## src/rtl/rom_fetch_unit_if.sv

```systemverilog
// rom_fetch_unit_if: ROM request/response and instruction-delivery signals of the fetch unit.
// master = fetch unit side, slave = ROM / consumer / redirect source side.
interface rom_fetch_unit_if;
  logic [31:0] address;
  logic        mem_read;
  logic [1:0]  size;
  logic [63:0] data;
  logic        redirect;
  logic [31:0] redirect_pc;
  logic [31:0] instr;
  logic [31:0] instr_pc;
  logic        instr_valid;
  logic        instr_ready;
  logic        fault;

  modport master (
    output address, mem_read, size, instr, instr_pc, instr_valid, fault,
    input  data, redirect, redirect_pc, instr_ready
  );

  modport slave (
    input  address, mem_read, size, instr, instr_pc, instr_valid, fault,
    output data, redirect, redirect_pc, instr_ready
  );
endinterface

```

## src/rtl/rom_fetch_unit.sv

```systemverilog
// rom_fetch_unit: sequential ROM fetcher with a DEPTH-entry instruction buffer and redirect.
// Optional: define FETCH_MISALIGN_TRAP_EN to trap misaligned redirects into a HALT state.
module rom_fetch_unit #(
  parameter logic [31:0] RESET_PC = 32'h0000_0000,
  parameter int          DEPTH    = 4
) (
  input logic             clock,
  input logic             reset,
  rom_fetch_unit_if.master bus
);
  localparam int PW = (DEPTH > 1) ? $clog2(DEPTH) : 1;
  localparam int CW = PW + 1;
  localparam int SW = CW + 1;
  localparam logic [0:0] ST_RUN  = 1'b0;
  localparam logic [0:0] ST_HALT = 1'b1;

  logic [31:0]   pc_r, address_r, pend_pc_r, instr_r, instr_pc_r;
  logic          mem_read_r, pending_r, instr_valid_r, fault_r;
  logic [0:0]    state_r;
  logic [PW-1:0] head_r, tail_r;
  logic [CW-1:0] count_r;
  logic [31:0]   buf_instr_r [DEPTH];
  logic [31:0]   buf_pc_r    [DEPTH];

  logic          pop_s, cap_s, issue_s, misalign_s;
  logic [SW-1:0] occupancy_s;
  logic [CW-1:0] count_n_s;
  logic [PW-1:0] head_n_s;
  logic [31:0]   target_s, instr_n_s, instr_pc_n_s;

`ifdef FETCH_MISALIGN_TRAP_EN
  assign misalign_s = bus.redirect && (bus.redirect_pc[1:0] != 2'b00);
  assign target_s   = bus.redirect_pc;
`else
  assign misalign_s = 1'b0;
  assign target_s   = {bus.redirect_pc[31:2], 2'b00};
`endif

  assign bus.address     = address_r;
  assign bus.mem_read    = mem_read_r;
  assign bus.size        = 2'b10;
  assign bus.instr       = instr_r;
  assign bus.instr_pc    = instr_pc_r;
  assign bus.instr_valid = instr_valid_r;
  assign bus.fault       = fault_r;

  // Next buffer occupancy, issue decision and the value the head outputs will take.
  always_comb begin
    pop_s        = (count_r != CW'(0)) && bus.instr_ready;
    cap_s        = pending_r && !bus.redirect;
    count_n_s    = count_r + CW'(cap_s) - CW'(pop_s);
    head_n_s     = head_r + PW'(pop_s);
    // Entries held plus responses still owed once this edge settles; the new request needs a slot too.
    occupancy_s  = SW'(count_r) + SW'(pending_r) + SW'(mem_read_r) - SW'(pop_s);
    issue_s      = (state_r == ST_RUN) && !bus.redirect && (occupancy_s < SW'(DEPTH));
    instr_n_s    = 32'h0000_0000;
    instr_pc_n_s = 32'h0000_0000;
    if (count_n_s == CW'(0)) begin
      instr_n_s    = 32'h0000_0000;
      instr_pc_n_s = 32'h0000_0000;
    end else if (cap_s && (tail_r == head_n_s)) begin
      instr_n_s    = bus.data[31:0];
      instr_pc_n_s = pend_pc_r;
    end else begin
      instr_n_s    = buf_instr_r[head_n_s];
      instr_pc_n_s = buf_pc_r[head_n_s];
    end
  end

  // Fetch control, buffer pointers and registered head outputs; redirect overrides pop and capture.
  always_ff @(posedge clock or posedge reset) begin
    if (reset) begin
      pc_r          <= RESET_PC;
      address_r     <= RESET_PC;
      pend_pc_r     <= 32'h0000_0000;
      mem_read_r    <= 1'b0;
      pending_r     <= 1'b0;
      instr_valid_r <= 1'b0;
      instr_r       <= 32'h0000_0000;
      instr_pc_r    <= 32'h0000_0000;
      fault_r       <= 1'b0;
      state_r       <= ST_RUN;
      head_r        <= PW'(0);
      tail_r        <= PW'(0);
      count_r       <= CW'(0);
    end else if (bus.redirect) begin
      mem_read_r    <= 1'b0;
      pending_r     <= 1'b0;
      instr_valid_r <= 1'b0;
      instr_r       <= 32'h0000_0000;
      instr_pc_r    <= 32'h0000_0000;
      head_r        <= PW'(0);
      tail_r        <= PW'(0);
      count_r       <= CW'(0);
      if (misalign_s) begin
        state_r <= ST_HALT;
        fault_r <= 1'b1;
      end else begin
        state_r <= ST_RUN;
        fault_r <= 1'b0;
        pc_r    <= target_s;
      end
    end else begin
      pending_r     <= mem_read_r;
      pend_pc_r     <= address_r;
      mem_read_r    <= issue_s;
      if (issue_s) begin
        address_r <= pc_r;
        pc_r      <= pc_r + 32'd4;
      end else begin
        address_r <= address_r;
      end
      if (cap_s) begin
        tail_r <= tail_r + PW'(1);
      end else begin
        tail_r <= tail_r;
      end
      head_r        <= head_n_s;
      count_r       <= count_n_s;
      instr_valid_r <= (count_n_s != CW'(0));
      instr_r       <= instr_n_s;
      instr_pc_r    <= instr_pc_n_s;
    end
  end

  // Buffer storage; contents are only observed through count, so no reset is needed.
  always_ff @(posedge clock) begin
    if (cap_s) begin
      buf_instr_r[tail_r] <= bus.data[31:0];
      buf_pc_r[tail_r]    <= pend_pc_r;
    end
  end
endmodule
```

## src/flat_wrapper.sv

```systemverilog
// flat-port wrapper written by rule: the top's interface ports become plain ports
module rom_fetch_unit_flat 
#(
  parameter logic [31:0] RESET_PC = 32'h0000_0000,
  parameter int          DEPTH    = 4
)
  (clock, reset, bus_address, bus_mem_read, bus_size, bus_instr, bus_instr_pc, bus_instr_valid, bus_fault, bus_data, bus_redirect, bus_redirect_pc, bus_instr_ready);
  rom_fetch_unit_if bus_i ();
  input logic clock;
  input logic reset;
  output wire logic [$bits(bus_i.address)-1:0] bus_address;
  output wire logic [$bits(bus_i.mem_read)-1:0] bus_mem_read;
  output wire logic [$bits(bus_i.size)-1:0] bus_size;
  output wire logic [$bits(bus_i.instr)-1:0] bus_instr;
  output wire logic [$bits(bus_i.instr_pc)-1:0] bus_instr_pc;
  output wire logic [$bits(bus_i.instr_valid)-1:0] bus_instr_valid;
  output wire logic [$bits(bus_i.fault)-1:0] bus_fault;
  input wire logic [$bits(bus_i.data)-1:0] bus_data;
  input wire logic [$bits(bus_i.redirect)-1:0] bus_redirect;
  input wire logic [$bits(bus_i.redirect_pc)-1:0] bus_redirect_pc;
  input wire logic [$bits(bus_i.instr_ready)-1:0] bus_instr_ready;
  assign bus_address = bus_i.address;
  assign bus_mem_read = bus_i.mem_read;
  assign bus_size = bus_i.size;
  assign bus_instr = bus_i.instr;
  assign bus_instr_pc = bus_i.instr_pc;
  assign bus_instr_valid = bus_i.instr_valid;
  assign bus_fault = bus_i.fault;
  assign bus_i.data = bus_data;
  assign bus_i.redirect = bus_redirect;
  assign bus_i.redirect_pc = bus_redirect_pc;
  assign bus_i.instr_ready = bus_instr_ready;
  rom_fetch_unit #(.RESET_PC(RESET_PC), .DEPTH(DEPTH)) u_core (.clock(clock), .reset(reset), .bus(bus_i));
endmodule
```

## config.mk

```make
export PLATFORM = sky130hd
export DESIGN_NAME = rom_fetch_unit_flat
export DESIGN_NICKNAME = d
export VERILOG_FILES = /design/src/rtl/rom_fetch_unit_if.sv /design/src/rtl/rom_fetch_unit.sv /design/src/flat_wrapper.sv
export SDC_FILE = /design/constraint.sdc
export NUM_CORES = 1
export LEC_CHECK = 0
export CAP_MARGIN = 20
export CORE_UTILIZATION = 55
export CTS_CLUSTER_SIZE = 8
export DETAILED_ROUTE_END_ITERATION = 12
export MAX_ROUTING_LAYER = met4
export PLACE_DENSITY = 0.87
export SETUP_SLACK_MARGIN = 0.02
export SLEW_MARGIN = 20
export SYNTH_ARGS = -nofsm -noshare
export SYNTH_HDL_FRONTEND = slang
export SYNTH_SLANG_ARGS = --single-unit
```

## constraint.sdc

```tcl
create_clock -name clock -period 11.26 [get_ports clock]
set_input_delay 1.126 -clock clock [delete_from_list [all_inputs] [get_ports clock]]
set_output_delay 1.126 -clock clock [all_outputs]
set_load 0.01 [all_outputs]
```

==> impl_metrics.env, run 1 <==
export IMPL_yosys_area_top_type="edfxtp_1"
export IMPL_place_inst=1897
export IMPL_fmax_ghz=0.195
export IMPL_dieWidth_um=184
export IMPL_hpwlAfterDp_um=23100
export IMPL_hold_viol_final=0
export IMPL_multi_input_comb_area_um2=6220
export IMPL_ctsHoldBuffers=0
export IMPL_ff2ff_setup_slack_ns=6.75
export IMPL_initial_utilization_pct=55.9
export IMPL_crit_required_ns=11.71
export IMPL_cts_sinks=411
export IMPL_synth_cells=1389
export IMPL_powerDensity_nw_per_um2=243
export IMPL_synth_edf_count=248
export IMPL_r2r_start="u_core.count_r[2]"
export IMPL_fp_dieH_um=184
export IMPL_drv_slew=0
export IMPL_fin_crit_ns=5.14
export IMPL_cts_tree="built"
export IMPL_wl_um=43200
export IMPL_core_um2=32500
export IMPL_io_pins=201
export IMPL_ff2ff_path_depth=11
export IMPL_yosys_warnings=0
export IMPL_root_buffer="clkbuf_16"
export IMPL_synth_top_cell_area_share_pct=40.9
export IMPL_drive_gt1_share_pct=10.2
export IMPL_ys_seq_area_share_pct=63.3
export IMPL_status="complete, no violations"
export IMPL_drt_iter0_drc=1246
export IMPL_endpoint="u_core.bus.address[24]"
export IMPL_finalWeightedCongestion=0.811
export IMPL_layout_common_cells="nand2_1 (278), edfxtp_1 (248), dfrtp_1 (163), clkdlybuf4s50_1 (160), mux2i_1 (138)"
export IMPL_rows=66
export IMPL_grt_max_degree=192
export IMPL_r2r_end="u_core.bus.address[24]"
export IMPL_maxCapViolCount=0
export IMPL_cts_resized=0
export IMPL_fillers=2271
export IMPL_hold_path_class="flop to flop"
export IMPL_mostFrequentLayoutCell="nand2_1"
export IMPL_setup_viol=0
export IMPL_post_cts_buffers=0
export IMPL_worstMarginPinSlew_ns=1.07
export IMPL_vias=12600
export IMPL_crit_arrival_ns=5.59
export IMPL_overflow=0
export IMPL_synth_cell_types=56
export IMPL_crit_path_start_kind="primary input"
export IMPL_final_cells=1998
export IMPL_async_reset_ff_share_pct=39.7
export IMPL_path_class="primary input to flop"
export IMPL_drc_errors=0
export IMPL_track_usage_pct=26.4
export IMPL_period_share_pct=45.7
export IMPL_cts_made_buffers=57
export IMPL_clk_pin_slew_worst_paths_ns=0.05
export IMPL_portBuffers=161
export IMPL_finalClockSkew_ns=0.0163
export IMPL_via_per_inst=6.30
export IMPL_grt_pass1_vias=13000
export IMPL_clock_path_buffers=3
export IMPL_routedWlPerCell_um=21.6
export IMPL_relSlewSlack_pct=28.9
export IMPL_synthesis_area_um2=18200
export IMPL_rsz0062_at_grt="false"
export IMPL_hold_ws_ns=0.535
export IMPL_ir_drop_uv=223
export IMPL_synthTopCellsByArea="edfxtp_1 (41%), dfrtp_1 (22%), mux2i_1 (7.6%)"
export IMPL_dr_pass1_iters=6
export IMPL_final_seq_area_um2=11500
export IMPL_syn_to_final_growth_pct=19.5
export IMPL_antenna_found_initial=0
export IMPL_critPathCaptureType="flop"
export IMPL_ys_flop_type="edfxtp_1"
export IMPL_critPathLaunch="bus_instr_ready"
export IMPL_htree_levels=2
export IMPL_syn_avg_cell_area_um2=13.1
export IMPL_ant_nets=0
export IMPL_clk_latency_ns=0.56
export IMPL_synth_seq_cells=411
export IMPL_finalPower_mw=5.29
export IMPL_layout_nets=1624
export IMPL_n_antenna_cell=0
export IMPL_tns_ns=0
export IMPL_dieArea_um2=33800
export IMPL_path_max_fanout=191
export IMPL_p_leak_nw=7.68
export IMPL_grt_pass1_wl_um=67500
-- per-layer routing --
layer | vias up | share of wire (%) | GRT usage, %
met5 | - | 0 | -
met1 | 6278 | 40 | 33.4
li1 | 5587 | - | -
met3 | 90 | 8.1 | 4.32
met2 | 637 | 49 | 43.0
met4 | 0 | 2.3 | 10.2
-- critical path, cell delays in order --
cell and delay, ns:
clkdlybuf4s50_1 0.56, o31a_2 0.22, buf_12 0.71, nand2b_1 0.20, nand2_1 0.13, ha_1 0.24, a21oi_2 0.26, nor2_1 0.21
or3_1 0.59, nor2_2 0.55, buf_4 0.37, mux2_2 0.38
-- cells by family after synthesis --
family          share of synthesized area (%)
flops                                    63.3
simple gates                             9.76
xor+xnor                                0.722
buf+inv                                  2.83
fa+ha+maj                               0.729
other cells                            0.0413
compound gates                           11.2
mux                                      11.4
-- sequential cells by signal (all words and copies together), names as in the netlist, 3 cells and up --
| signal | cells |
|---|---|
| u_core.count_r | 3 |
| u_core.buf_instr_r | 128 |
| u_core.pc_r | 30 |
| u_core.bus.address | 30 |
| u_core.bus.instr | 32 |
| u_core.bus.instr_pc | 31 |
| u_core.pend_pc_r | 30 |
| u_core.buf_pc_r | 120 |
-- metrics by stage --
stage                     instance area (µm²)  setup slack, ns  utilization [%]
final                                   21700             6.12             66.8
after global routing                    21700             5.88             66.8
after CTS                               21700             6.11             66.8
after detailed placement                20100             5.60             61.7
after global placement                  20100             5.76             61.7
after floorplan                         18200             5.73                -
-- power breakdown --
part	internal, mW	switching [mW]	total [mW]
logic	0.717	0.846	1.56
clock network	0.985	0.604	1.59
registers	1.90	0.234	2.14
total	3.60	1.68	5.29
-- area by class of cell --
cell class / count / share of cell area (%)
sequential: 411 / 53.0
multi-input combinational: 857 / 28.6
timing repair buffer: 175 / 7.94
clock buffer: 99 / 7.48
tap: 442 / 2.54
inverter: 12 / 0.230
clock inverter: 2 / 0.178
-- worst min-delay path by stage --
stage | start | to | slack, ns | cells past startpoint
3_3_place_gp | u_core.pend_pc_r[18] | u_core.buf_pc_r[1][18] | 0.51 | 0
2_1_floorplan | u_core.pend_pc_r[10] | u_core.buf_pc_r[0][10] | 0.49 | 0
3_5_place_dp | u_core.bus.mem_read | u_core.pending_r | 0.53 | 1
4_1_cts | u_core.bus.mem_read | u_core.pending_r | 0.54 | 1
6_report | u_core.bus.address[2] | u_core.bus.address[2] | 0.54 | 1
5_1_grt | u_core.bus.address[2] | u_core.bus.address[2] | 0.56 | 1
-- cells in the mapped netlist, types with 12 or more instances --
cell	n
a32o_1	62
a32oi_1	122
buf_1	14
buf_2	19
clkbuf_1	74
dfrtp_1	163
edfxtp_1	248
inv_1	12
mux2_2	60
mux2i_1	138
nand2_1	278
nand3_1	13
nor2_1	19
nor2b_1	19
xnor2_1	12
Power figures use the tool's default switching activity.
==> inputs of run 2 (changes only) <==
- CORE_UTILIZATION: 55 -> 51
- PLACE_DENSITY: 0.87 -> 0.85
- clock period: 11.26 -> 4.6 ns (I/O delays scaled with it)
==> run 2 against run 1 <==
Global-route usage fell by 1.9 points. Via count rose by 1.0%. Die area rose by 7.8%. Clock skew fell by 0.0024 ns. Routed wire length rose by 1.1%. Utilization fell by 4.2 points. Clock power rose by 140%. Sequential cell count did not move.
==> impl_metrics.env, run 2 (synthesis results as in run 1) <==
export IMPL_tns_ns=0
export IMPL_initial_utilization_pct=52.3
export IMPL_vias=12700
export IMPL_via_per_inst=6.32
export IMPL_cts_resized=0
export IMPL_path_buf_inv=1
export IMPL_finalClockSkew_ns=0.0139
export IMPL_clk_pin_slew_worst_paths_ns=0.05
export IMPL_hold_ws_ns=0.329
export IMPL_fillers=2542
export IMPL_powerDensity_nw_per_um2=590
export IMPL_drc_errors=0
export IMPL_dr_pass1_iters=5
export IMPL_grt_pass1_vias=12900
export IMPL_slowest_delay_ns=0.57
export IMPL_rsz0062_at_grt="false"
export IMPL_fin_ws_ns=1.23
export IMPL_fin_util_pct=62.6
export IMPL_dieWidth_um=191
export IMPL_syn_to_final_growth_pct=19.8
export IMPL_cts_sinks=411
export IMPL_core_um2=34800
export IMPL_routedWlPerCell_um=21.7
export IMPL_worstMarginPinSlew_ns=1.11
export IMPL_setup_viol=0
export IMPL_mostFrequentLayoutCell="nand2_1"
export IMPL_top_register="u_core.buf_instr_r"
export IMPL_portBuffers=161
export IMPL_fmax_ghz=0.297
export IMPL_fp_dieH_um=191
export IMPL_crit_slowest_cell="or3_1"
export IMPL_preCtsSetupSlack_ns=0.809
export IMPL_finalPower_mw=12.9
export IMPL_ctsHoldBuffers=0
export IMPL_clock_path_buffers=3
export IMPL_path_max_fanout=31
export IMPL_hold_viol_final=0
export IMPL_worstPathCellList="o31a_2 -> nand2b_1 -> nand2_1 -> ha_1 -> a21oi_2 -> nor2_1 -> or3_1 -> nor2_2 -> buf_4 -> mux2_2"
export IMPL_io_pins=201
export IMPL_dieArea_um2=36400
export IMPL_crit_required_ns=5.03
export IMPL_wl_um=43600
export IMPL_ant_nets=0
export IMPL_cp_top_family="simple AND/OR/NAND/NOR gates"
export IMPL_hpwlAfterDp_um=24300
export IMPL_antenna_found_initial=0
export IMPL_cts_tree="built"
export IMPL_layout_common_cells="nand2_1 (278), edfxtp_1 (248), dfrtp_1 (163), clkdlybuf4s50_1 (160), mux2i_1 (138)"
export IMPL_htree_levels=2
export IMPL_final_cells=2013
export IMPL_status="complete, no violations"
export IMPL_layout_nets=1629
export IMPL_place_area_um2=20200
export IMPL_p_leak_nw=7.70
export IMPL_fin_crit_ns=3.37
export IMPL_grt_max_degree=164
export IMPL_critPathCaptureType="flop"
export IMPL_stdcell_area_um2=21800
export IMPL_relSlewSlack_pct=26.3
export IMPL_drive_gt1_share_pct=10.5
export IMPL_grt_pass1_wl_um=68000
export IMPL_path_class="flop to flop"
export IMPL_crit_arrival_ns=3.80
export IMPL_n_antenna_cell=0
export IMPL_finalWeightedCongestion=0.807
export IMPL_root_buffer="clkbuf_16"
export IMPL_rows=68
export IMPL_ir_drop_uv=355
export IMPL_track_usage_pct=24.5
export IMPL_cts_made_buffers=57
export IMPL_period_share_pct=73.2
export IMPL_maxCapViolCount=0
export IMPL_overflow=0
export IMPL_clk_latency_ns=0.56
export IMPL_hold_path_class="primary input to async pin"
export IMPL_drv_slew=0
export IMPL_place_inst=1915
export IMPL_crit_path_start_kind="flop"
export IMPL_largest_register_ff_count=128
export IMPL_drt_iter0_drc=959
export IMPL_post_cts_buffers=0
run 2: cell types whose count changed in the layout (fill, tap and decap cells not counted), sizes merged:
cell / before / now
inv: 13 / 12
bufinv: 1 / 0
buf: 15 / 20
clkinvlp: 0 / 2
clkbuf: 99 / 96
run 2: final timing paths:
kind                                          start                     end  slack (ns)  depth (start not counted)
worst max-delay path              u_core.count_r[2]  u_core.bus.address[27]        1.23                         10
worst min-delay path                          reset  u_core.bus.address[26]        0.33                          2
worst max register to register    u_core.count_r[2]  u_core.bus.address[27]        1.23                         10
worst min register to register  u_core.bus.mem_read        u_core.pending_r        0.53                          1
max in group asynchronous                     reset    u_core.bus.instr[30]        3.06                          3
min in group clock                     bus_redirect       u_core.count_r[0]        0.34                          2
run 2: where the power goes:
| group | switching (mW) | total, mW | internal, mW |
|---|---|---|---|
| Combinational | 2.04 | 3.82 | 1.78 |
| Clock | 1.46 | 3.81 | 2.35 |
| Sequential | 0.577 | 5.23 | 4.65 |
run 2: layout make-up:
class / count / area, µm² / share of cell area [%]
Sequential cell: 411 / 11500 / 52.9
Multi-Input combinational cell: 857 / 6220 / 28.5
Timing Repair Buffer: 180 / 1810 / 8.28
Clock buffer: 96 / 1620 / 7.41
Tap cell: 455 / 569 / 2.61
Inverter: 12 / 48.8 / 0.224
Clock inverter: 2 / 16.3 / 0.0746
run 2: layer usage:
layer / vias up / track usage, % / routed length [µm]
met5: - / - / 0
met4: 0 / 9.82 / 1050
met3: 102 / 3.44 / 3210
met2: 631 / 39.1 / 21300
met1: 6409 / 31.6 / 18100
li1: 5582 / - / -
==> inputs of run 3 (changes only) <==
- CORE_UTILIZATION: 51 -> 55
- PLACE_DENSITY: 0.85 -> 0.87
- clock period: 4.6 -> 3.1 ns (I/O delays scaled with it)
==> run 3 against run 2 <==
Critical path depth did not move. Combinational power is 58% higher. Sequential power is 49% higher. Sequential cell count stayed put. Power rose by 51%. First-iteration DRC count is 59% higher. Die area decreased by 7.2%. Utilization is 5.5 points higher. Global-route usage is 2.6 points higher. Non-clock buffer count increased by 23. Cell count rose by 0.65%. Critical path type unchanged. Critical endpoint is now u_core.bus.address[28]. Largest power group unchanged.
==> impl_metrics.env, run 3 (synthesis results as in run 1) <==
export IMPL_status="complete, no violations"
export IMPL_fillers=2164
export IMPL_rows=66
export IMPL_drive_gt1_share_pct=12.2
export IMPL_critPathCaptureType="flop"
export IMPL_root_buffer="clkbuf_16"
export IMPL_clk_latency_ns=0.56
export IMPL_crit_slowest_cell="or3_1"
export IMPL_layout_common_cells="nand2_1 (277), edfxtp_1 (248), clkdlybuf4s50_1 (160), dfrtp_1 (160), mux2i_1 (138)"
export IMPL_grt_pass1_wl_um=69400
export IMPL_antenna_found_initial=0
export IMPL_relSlewSlack_pct=33.1
export IMPL_syn_to_final_growth_pct=21.8
export IMPL_dieWidth_um=184
export IMPL_place_area_um2=20500
export IMPL_fmax_ghz=0.340
export IMPL_finalClockSkew_ns=0.0135
export IMPL_finalWeightedCongestion=0.825
export IMPL_hold_path_class="primary input to async pin"
export IMPL_fin_util_pct=68.1
export IMPL_path_max_fanout=22
export IMPL_cp_top_family="simple AND/OR/NAND/NOR gates"
export IMPL_power_frac_comb_pct=30.9
export IMPL_seq_power_share_pct=40.0
export IMPL_p_sw_share_pct=31.8
export IMPL_io_pins=201
export IMPL_powerDensity_nw_per_um2=879
export IMPL_rsz0062_at_grt="false"
export IMPL_portBuffers=161
export IMPL_clock_path_buffers=3
export IMPL_worstPathCellList="o31a_2 -> nand2b_4 -> nand2_2 -> ha_4 -> a21oi_4 -> o211a_4 -> or3_1 -> nor2_4 -> buf_12 -> mux2_2"
export IMPL_stdcell_area_um2=22200
export IMPL_mostFrequentLayoutCell="nand2_1"
export IMPL_drc_errors=0
export IMPL_maxCapViolCount=0
export IMPL_ctsHoldBuffers=0
export IMPL_post_cts_buffers=0
export IMPL_wl_um=44600
export IMPL_crit_arrival_ns=3.38
export IMPL_htree_levels=2
export IMPL_path_buf_inv=1
export IMPL_period_share_pct=95.0
export IMPL_worstMarginPinSlew_ns=1.00
export IMPL_overflow=0
export IMPL_track_usage_pct=27.1
export IMPL_initial_utilization_pct=55.9
export IMPL_hold_ws_ns=0.237
export IMPL_grt_pass1_vias=13100
export IMPL_layout_nets=1652
export IMPL_ir_drop_uv=864
export IMPL_fin_crit_ns=2.94
export IMPL_setup_viol=0
export IMPL_internal_power_mw=13.3
export IMPL_grt_max_degree=178
export IMPL_top_register="u_core.buf_instr_r"
export IMPL_hold_viol_final=0
export IMPL_ff2ff_setup_slack_ns=0.16
export IMPL_dieArea_um2=33800
export IMPL_vias=12800
export IMPL_n_antenna_cell=0
export IMPL_drv_slew=0
export IMPL_clkPwrFrac_pct=29.2
export IMPL_ant_nets=0
export IMPL_hpwlAfterDp_um=25200
export IMPL_p_leak_nw=7.89
export IMPL_largest_register_ff_count=128
export IMPL_dr_pass1_iters=6
export IMPL_fp_dieH_um=184
export IMPL_cts_tree="built"
export IMPL_cts_sinks=411
export IMPL_path_class="flop to flop"
export IMPL_core_um2=32500
export IMPL_routedWlPerCell_um=22.0
export IMPL_crit_required_ns=3.54
export IMPL_drt_iter0_drc=1525
export IMPL_clk_pin_slew_worst_paths_ns=0.05
export IMPL_p_switching_mw=6.20
export IMPL_crit_path_start_kind="flop"
export IMPL_via_per_inst=6.34
export IMPL_cts_made_buffers=57
export IMPL_slowest_delay_ns=0.47
==> run 3: changes by cell type in the layout (fill, tap and decap cells not counted), sizes merged <==
| cell | previous run | this run |
|---|---|---|
| clkbuf | 96 | 99 |
| buf | 20 | 43 |
==> run 3: final cells by class <==
class / count / area, µm² / area share (%)
inverters: 12 / 48.8 / 0.220
multi-input cells: 857 / 6300 / 28.4
clock inverters: 2 / 16.3 / 0.0734
flip-flops and latches: 411 / 11500 / 52.0
clock buffers: 99 / 1630 / 7.34
well taps: 442 / 553 / 2.50
repair buffers: 203 / 2090 / 9.42
==> run 3: worst reg2reg max path: cells and delay by family (launching register included) <==
family | cells | cell delay [ns]
AO/OA/AOI/OAI | 3 | 0.74
adder cells (fa/ha/maj) | 1 | 0.27
buffers and inverters | 1 | 0.19
flip-flops | 1 | 0.45
multiplexers | 1 | 0.37
AND/OR/NAND/NOR | 4 | 0.80
==> run 3: worst paths after layout <==
| check | startpoint | end | cells after the start |
|---|---|---|---|
| hold reg to reg | u_core.bus.address[24] | u_core.pend_pc_r[24] | 1 |
| min in group clock | bus_redirect | u_core.count_r[1] | 3 |
| hold / removal | reset | u_core.bus.address[27] | 2 |
| setup / recovery | u_core.count_r[2] | u_core.bus.address[28] | 10 |
| max in group asynchronous | reset | u_core.bus.instr_pc[21] | 3 |
| setup reg to reg | u_core.count_r[2] | u_core.bus.address[28] | 10 |
==> run 3: what timing repair did <==
| item | 4_1_cts | 5_1_grt |
|---|---|---|
| endpoints found under the setup margin | 0 | 54 |
| hold endpoints to repair | 0 | 0 |
| gates resized for setup | 0 | 1 |
==> run 3: per-stage QoR <==
stage / TNS [ns] / power [mW] / setup WS, ns / instances
after floorplan: -0.0339 / 11.4 / -0.0339 / 1393
after global placement: 0 / 13.5 / 0.0205 / 1925
after detailed placement: -1.20 / 13.7 / -0.0575 / 1925
after CTS: 0 / 19.5 / 0.108 / 2026
after global routing: 0 / 20.3 / 0.0572 / 2026
final: 0 / 19.5 / 0.156 / 2026
==> run 3: per-layer routing <==
metal  GRT usage, %  share of wire (%)  vias to the layer above
met3           4.28                8.8                       84
met5              -                  0                        -
li1               -                  -                     5634
met2           43.8                 50                      706
met1           35.0                 39                     6417
met4           9.70                2.2                        0
==> run 3: power by group through the flow <==
stage | logic, mW | clock network [mW] | registers (mW)
after floorplan | 3.73 | 0 | 7.70
after global placement | 5.67 | 0 | 7.79
after detailed placement | 5.88 | 0 | 7.84
after CTS | 5.98 | 5.74 | 7.77
after global routing | 6.41 | 5.99 | 7.87
final | 6.02 | 5.68 | 7.78
